File: src/rtl/shiftadd_seq_ctrl.sv
// shiftadd_seq_ctrl
// Sequential shift-add modular reducer. A request carries an operand and a
// modulus. The modulus is classified as Mersenne (2^k-1) or Fermat-like
// (2^(k-1)+1). The operand is then folded one b-bit chunk per cycle into an
// accumulator that is kept in [0, m). Unsupported moduli return err with a
// zero result.

module shiftadd_seq_ctrl #(
    parameter int DATA_LENGTH = 64,
    parameter int MAX_BL      = 32
) (
    input  logic                   clk_i,
    input  logic                   rst_ni,
    input  logic                   in_valid_i,
    output logic                   in_ready_o,
    input  logic [DATA_LENGTH-1:0] x_i,
    input  logic [DATA_LENGTH-1:0] m_i,
    input  logic [DATA_LENGTH-1:0] m_bl_i,
    output logic                   out_valid_o,
    input  logic                   out_ready_i,
    output logic [DATA_LENGTH-1:0] result_o,
    output logic                   err_o,
    output logic                   busy_o
);

    // Shift amounts never exceed MAX_BL, but this width covers any DATA_LENGTH shift.
    localparam int SHW = $clog2(DATA_LENGTH) + 1;

    localparam logic [DATA_LENGTH-1:0] ONE   = DATA_LENGTH'(1);
    localparam logic [DATA_LENGTH-1:0] ZERO  = {DATA_LENGTH{1'b0}};
    localparam logic [DATA_LENGTH-1:0] K_MIN_MERS = DATA_LENGTH'(2);
    localparam logic [DATA_LENGTH-1:0] K_MAX_MERS = DATA_LENGTH'(MAX_BL);
    localparam logic [DATA_LENGTH-1:0] K_MIN_FERM = DATA_LENGTH'(3);
    localparam logic [DATA_LENGTH-1:0] K_MAX_FERM = DATA_LENGTH'(MAX_BL + 1);

    typedef enum logic [1:0] {
        ST_IDLE     = 2'd0,
        ST_CLASSIFY = 2'd1,
        ST_FOLD     = 2'd2,
        ST_DONE     = 2'd3
    } state_t;

    state_t                 state_r, state_s;

    // Working registers: r_r holds the not-yet-folded remainder of x.
    logic [DATA_LENGTH-1:0] r_r,    r_s;
    logic [DATA_LENGTH-1:0] m_r,    m_s;
    logic [DATA_LENGTH-1:0] m_bl_r, m_bl_s;
    logic [DATA_LENGTH-1:0] acc_r,  acc_s;
    logic [SHW-1:0]         b_r,    b_s;
    logic                   alt_r,  alt_s;
    logic                   neg_r,  neg_s;
    logic                   err_r,  err_s;

    // Output registers, loaded from the next-state values.
    logic                   in_ready_r;
    logic                   out_valid_r;
    logic [DATA_LENGTH-1:0] result_r, result_s;
    logic                   err_out_r;
    logic                   busy_r;

    // Classification results.
    logic [DATA_LENGTH-1:0] mers_val_s;
    logic [DATA_LENGTH-1:0] ferm_val_s;
    logic                   is_mers_s;
    logic                   is_ferm_s;

    // Fold datapath.
    logic [DATA_LENGTH-1:0] mask_s;
    logic [DATA_LENGTH-1:0] chunk_s;
    logic [DATA_LENGTH:0]   sum_s;
    logic [DATA_LENGTH:0]   diff_s;
    logic [DATA_LENGTH-1:0] fold_acc_s;
    logic [DATA_LENGTH-1:0] r_shift_s;
    logic                   last_chunk_s;

    // Low-b-bit mask; b is at most MAX_BL so the shift never reaches the width.
    function automatic logic [DATA_LENGTH-1:0] low_mask(input logic [SHW-1:0] nbits);
        low_mask = (ONE << nbits) - ONE;
    endfunction

    // Compare the captured modulus against the two supported shapes for k = m_bl.
    always_comb begin
        mers_val_s = low_mask(m_bl_r[SHW-1:0]);
        ferm_val_s = (ONE << (m_bl_r[SHW-1:0] - SHW'(1))) + ONE;
        is_mers_s  = (m_bl_r >= K_MIN_MERS) && (m_bl_r <= K_MAX_MERS) && (m_r == mers_val_s);
        is_ferm_s  = (m_bl_r >= K_MIN_FERM) && (m_bl_r <= K_MAX_FERM) && (m_r == ferm_val_s);
    end

    // One fold step: add or subtract the current chunk and keep acc in [0, m).
    always_comb begin
        mask_s    = low_mask(b_r);
        chunk_s   = r_r & mask_s;
        sum_s     = {1'b0, acc_r} + {1'b0, chunk_s};
        diff_s    = {1'b0, acc_r} - {1'b0, chunk_s};
        r_shift_s = r_r >> b_r;
        last_chunk_s = (r_shift_s == ZERO);
        if (alt_r && neg_r) begin
            // Borrow means acc - c went negative; acc < m and c < m so one +m fixes it.
            if (diff_s[DATA_LENGTH]) begin
                fold_acc_s = diff_s[DATA_LENGTH-1:0] + m_r;
            end else begin
                fold_acc_s = diff_s[DATA_LENGTH-1:0];
            end
        end else begin
            // acc + c < 2m, so a single conditional subtract suffices.
            if (sum_s >= {1'b0, m_r}) begin
                fold_acc_s = sum_s[DATA_LENGTH-1:0] - m_r;
            end else begin
                fold_acc_s = sum_s[DATA_LENGTH-1:0];
            end
        end
    end

    // Next-state and next working-register values.
    always_comb begin
        state_s  = state_r;
        r_s      = r_r;
        m_s      = m_r;
        m_bl_s   = m_bl_r;
        acc_s    = acc_r;
        b_s      = b_r;
        alt_s    = alt_r;
        neg_s    = neg_r;
        err_s    = err_r;
        case (state_r)
            ST_IDLE: begin
                if (in_valid_i) begin
                    r_s     = x_i;
                    m_s     = m_i;
                    m_bl_s  = m_bl_i;
                    err_s   = 1'b0;
                    state_s = ST_CLASSIFY;
                end else begin
                    state_s = ST_IDLE;
                end
            end
            ST_CLASSIFY: begin
                acc_s = ZERO;
                neg_s = 1'b0;
                if (is_mers_s) begin
                    // Mersenne wins when both shapes match (m = 3).
                    b_s     = m_bl_r[SHW-1:0];
                    alt_s   = 1'b0;
                    err_s   = 1'b0;
                    state_s = ST_FOLD;
                end else if (is_ferm_s) begin
                    b_s     = m_bl_r[SHW-1:0] - SHW'(1);
                    alt_s   = 1'b1;
                    err_s   = 1'b0;
                    state_s = ST_FOLD;
                end else begin
                    err_s   = 1'b1;
                    state_s = ST_DONE;
                end
            end
            ST_FOLD: begin
                acc_s = fold_acc_s;
                r_s   = r_shift_s;
                if (alt_r) begin
                    neg_s = ~neg_r;
                end else begin
                    neg_s = neg_r;
                end
                if (last_chunk_s) begin
                    state_s = ST_DONE;
                end else begin
                    state_s = ST_FOLD;
                end
            end
            ST_DONE: begin
                if (out_ready_i) begin
                    state_s = ST_IDLE;
                end else begin
                    state_s = ST_DONE;
                end
            end
            default: begin
                state_s = ST_IDLE;
            end
        endcase
    end

    // Result presented in DONE; forced to zero on the error path and outside DONE.
    always_comb begin
        if (state_s == ST_DONE) begin
            if (err_s) begin
                result_s = ZERO;
            end else begin
                result_s = acc_s;
            end
        end else begin
            result_s = ZERO;
        end
    end

    // FSM state register.
    always_ff @(posedge clk_i or negedge rst_ni) begin
        if (!rst_ni) begin
            state_r <= ST_IDLE;
        end else begin
            state_r <= state_s;
        end
    end

    // Working registers for the operand, modulus and accumulator.
    always_ff @(posedge clk_i or negedge rst_ni) begin
        if (!rst_ni) begin
            r_r    <= ZERO;
            m_r    <= ZERO;
            m_bl_r <= ZERO;
            acc_r  <= ZERO;
            b_r    <= {SHW{1'b0}};
            alt_r  <= 1'b0;
            neg_r  <= 1'b0;
            err_r  <= 1'b0;
        end else begin
            r_r    <= r_s;
            m_r    <= m_s;
            m_bl_r <= m_bl_s;
            acc_r  <= acc_s;
            b_r    <= b_s;
            alt_r  <= alt_s;
            neg_r  <= neg_s;
            err_r  <= err_s;
        end
    end

    // Output registers decoded from the upcoming state so they align with it.
    always_ff @(posedge clk_i or negedge rst_ni) begin
        if (!rst_ni) begin
            in_ready_r  <= 1'b1;
            out_valid_r <= 1'b0;
            result_r    <= ZERO;
            err_out_r   <= 1'b0;
            busy_r      <= 1'b0;
        end else begin
            in_ready_r  <= (state_s == ST_IDLE);
            out_valid_r <= (state_s == ST_DONE);
            result_r    <= result_s;
            err_out_r   <= (state_s == ST_DONE) && err_s;
            busy_r      <= (state_s != ST_IDLE);
        end
    end

    assign in_ready_o  = in_ready_r;
    assign out_valid_o = out_valid_r;
    assign result_o    = result_r;
    assign err_o       = err_out_r;
    assign busy_o      = busy_r;

endmodule

File: config.mk
export PLATFORM = sky130hd
export DESIGN_NAME = shiftadd_seq_ctrl
export DESIGN_NICKNAME = d
export VERILOG_FILES = /design/src/rtl/shiftadd_seq_ctrl.sv
export SDC_FILE = /design/constraint.sdc
export NUM_CORES = 2
export LEC_CHECK = 0
export CAP_MARGIN = 20
export CORE_ASPECT_RATIO = 1.1
export CORE_UTILIZATION = 45
export CTS_CLUSTER_SIZE = 12
export DETAILED_ROUTE_END_ITERATION = 10
export PLACE_DENSITY_LB_ADDON = 0.3
export SETUP_SLACK_MARGIN = 0.3
export SLEW_MARGIN = 20
export SYNTH_ARGS = -nofsm -noshare
export SYNTH_HDL_FRONTEND = slang
export SYNTH_SLANG_ARGS = --single-unit
File: constraint.sdc
create_clock -name clk_i -period 11.1 [get_ports clk_i]
set_input_delay 3.33 -clock clk_i [delete_from_list [all_inputs] [get_ports clk_i]]
set_output_delay 3.33 -clock clk_i [all_outputs]
set_load 0.005 [all_outputs]
==> impl_metrics.toml <==
[yosys]
synth_warnings = 0
synthesis.nets = 6055
synth_top_area_share = 0.195
yosysTopAreaCell = "dfrtp_1"
synth_area_leaders = "dfrtp_1, ha_1, a21oi_1, mux2_2, xnor2_1"
syn_avg_cell_area_um2 = 7.72
synth-seq-cells = 336
synthFlopType = "dfrtp_1"
synth-edff-count = 0
synth-seq-area-share = 0.195
ys_types = 107
synth_area_um2 = 43100
async_reset_ff_frac = 1.00
postSynthCellCount = 5584

[floorplanning]
start_util = 0.456
fp.coreArea_um2 = 94500
rows = 118
die-area_um2 = 97000
dieWidth_um = 297
die_h_um = 327
pin_count = 264

[route]
dr.pass1.iters = 6
drc = 0
drtIter0Drc = 6143
routed_wl_mm = 228
vias = 48100
via_per_inst = 6.94
antenna_left = 0
wl_per_cell_um = 32.9

[sta]
period_share = 0.902
fin_crit_ns = 10.01
slew_headroom = 0.168
max_freq_mhz = 99.9
final_hold_viol_count = 0
rsz0062_at_grt = "no"
fin_worst_skew_ns = 0.0531
slew_violations = 0
setup_viol = 0
tns_ns = 0
worstMarginPinSlew_ns = 1.24

[setup_path]
critical_path_class = "reg2reg"
critPathRequiredTime_ns = 11.61
cp.arrival_ns = 10.52
critPathLaunchType = "flop"
setup.worst_path.end_class = "flop"
cp_slowest_cell = "dfrtp_1"
path_delay_family = "compound AO/OA/AOI/OAI gates"
path_buf_inv = 1
path_max_fanout = 21
worst_path_largest_cell_delay_ns = 0.68

[cts]
cts_sinks = 336
cts_tree = "built"
numCtsBuffers = 43
ctsResizeCount = 0
cts_root_buffer = "clkbuf_16"
cts.htree.levels = 2
clk_latency_ns = 0.67
ctsLongestPathBuffers = 3
hold_buffers = 0
clk_pin_slew_ns = 0.08
post_cts_buffers = 0

[grt]
grt_antenna_before_repair = 12
grt.overflow.total = 0
grt_start_max_net_pins = 152
grt_pass1_wl_mm = 324
track_usage = 0.456
grt_pass1_vias = 45700

[job]
max-cap-violations = 0

[finish]
multiInputGateArea_um2 = 32100
postLayoutCellArea_um2 = 48200
syn2layout_area_growth_pct = 11.9
seq_area_um2 = 8420
nets = 6107
nFillCells = 9327
mostFrequentLayoutCells = "nand2_1, nor2_1, a21oi_1"
final_common_cell = "nand2_1"
drive_gt1_frac = 0.103

[outcome]
status = "completed"

[placed_design]
gp_congestion = 1.08
port_buffers = 263
hpwlAfterDp_mm = 178
placedInstanceArea_um2 = 46800

[hold_path]
holdCritPathClass = "reg2reg"
[kinds of logic after synthesis]
family,synth area share
buffers and inverters,0.0621
xor gates and xnor gates,0.0594
adders and majority gates,0.0806
and+or+nand+nor,0.213
muxes,0.115
AOI/OAI and AO/OA,0.274
DFF,0.195
[metrics by stage]
stage	hold slack (ns)	std cells	util	setup WS [ns]
3_3_place_gp	0.490	6848	0.495	1.69
5_1_grt	0.523	6924	0.510	0.578
6_report	0.504	6929	0.510	1.09
4_1_cts	0.508	6921	0.510	1.35
3_5_place_dp	0.495	6849	0.495	1.41
2_1_floorplan	0.459	5584	-	2.66
[synthesized netlist by cell type (63+ instances only)]
cell      instances
o21ai_0         334
a31oi_1          68
mux2_2          181
xnor2_1         229
nor3_1          184
a21o_1           96
dfrtp_1         335
a21oi_1         440
o211ai_1         85
mux2i_1         103
nor4_1           82
ha_1            271
a211oi_1        112
nor2b_1          84
nand4_1          94
xor2_1           63
nor2_1          457
inv_1           287
nand3_1         138
mux4_2           84
nand2_1         517
clkbuf_1        286
[state kept, by name (all words and copies together) (netlist names), 2 cells and up]
name,flops
result_o,64
state_r,2
m_r,64
acc_r,64
b_r,7
r_r,64
m_bl_r,64
[layer usage]
| metal | GRT usage | share of wire | up-vias | wire [um] |
|---|---|---|---|---|
| li1 | - | - | 20900 | - |
| met1 | 0.545 | 0.37 | 23100 | 83600 |
| met2 | 0.699 | 0.43 | 3221 | 98600 |
| met3 | 0.112 | 0.10 | 845 | 23800 |
| met4 | 0.362 | 0.095 | 10 | 21600 |
| met5 | 0 | 0.00026 | - | 59 |
[final timing paths]
check | start | end | slack, ns | depth (start not counted)
setup / recovery | b_r[6] | result_o[62] | 1.09 | 32
hold / removal | m_bl_r[11] | m_bl_r[11] | 0.50 | 1
setup reg to reg | b_r[6] | result_o[62] | 1.09 | 32
hold reg to reg | m_bl_r[11] | m_bl_r[11] | 0.50 | 1
max in group asynchronous | rst_ni | m_bl_r[2] | 7.05 | 2
min in group asynchronous | rst_ni | out_valid_o | 2.62 | 1
[area by class of cell]
class / count / share of cell area
inverter: 297 / 0.0231
clock buffer: 56 / 0.0250
clock inverter: 16 / 0.00267
tap: 1260 / 0.0327
antenna: 6 / 0.000311
timing repair buffer: 392 / 0.0756
sequential: 336 / 0.175
multi-input combinational: 4566 / 0.666
Power is not shown: default switching activity piles up to over one toggle a cycle in this logic, so the estimate is an artifact.
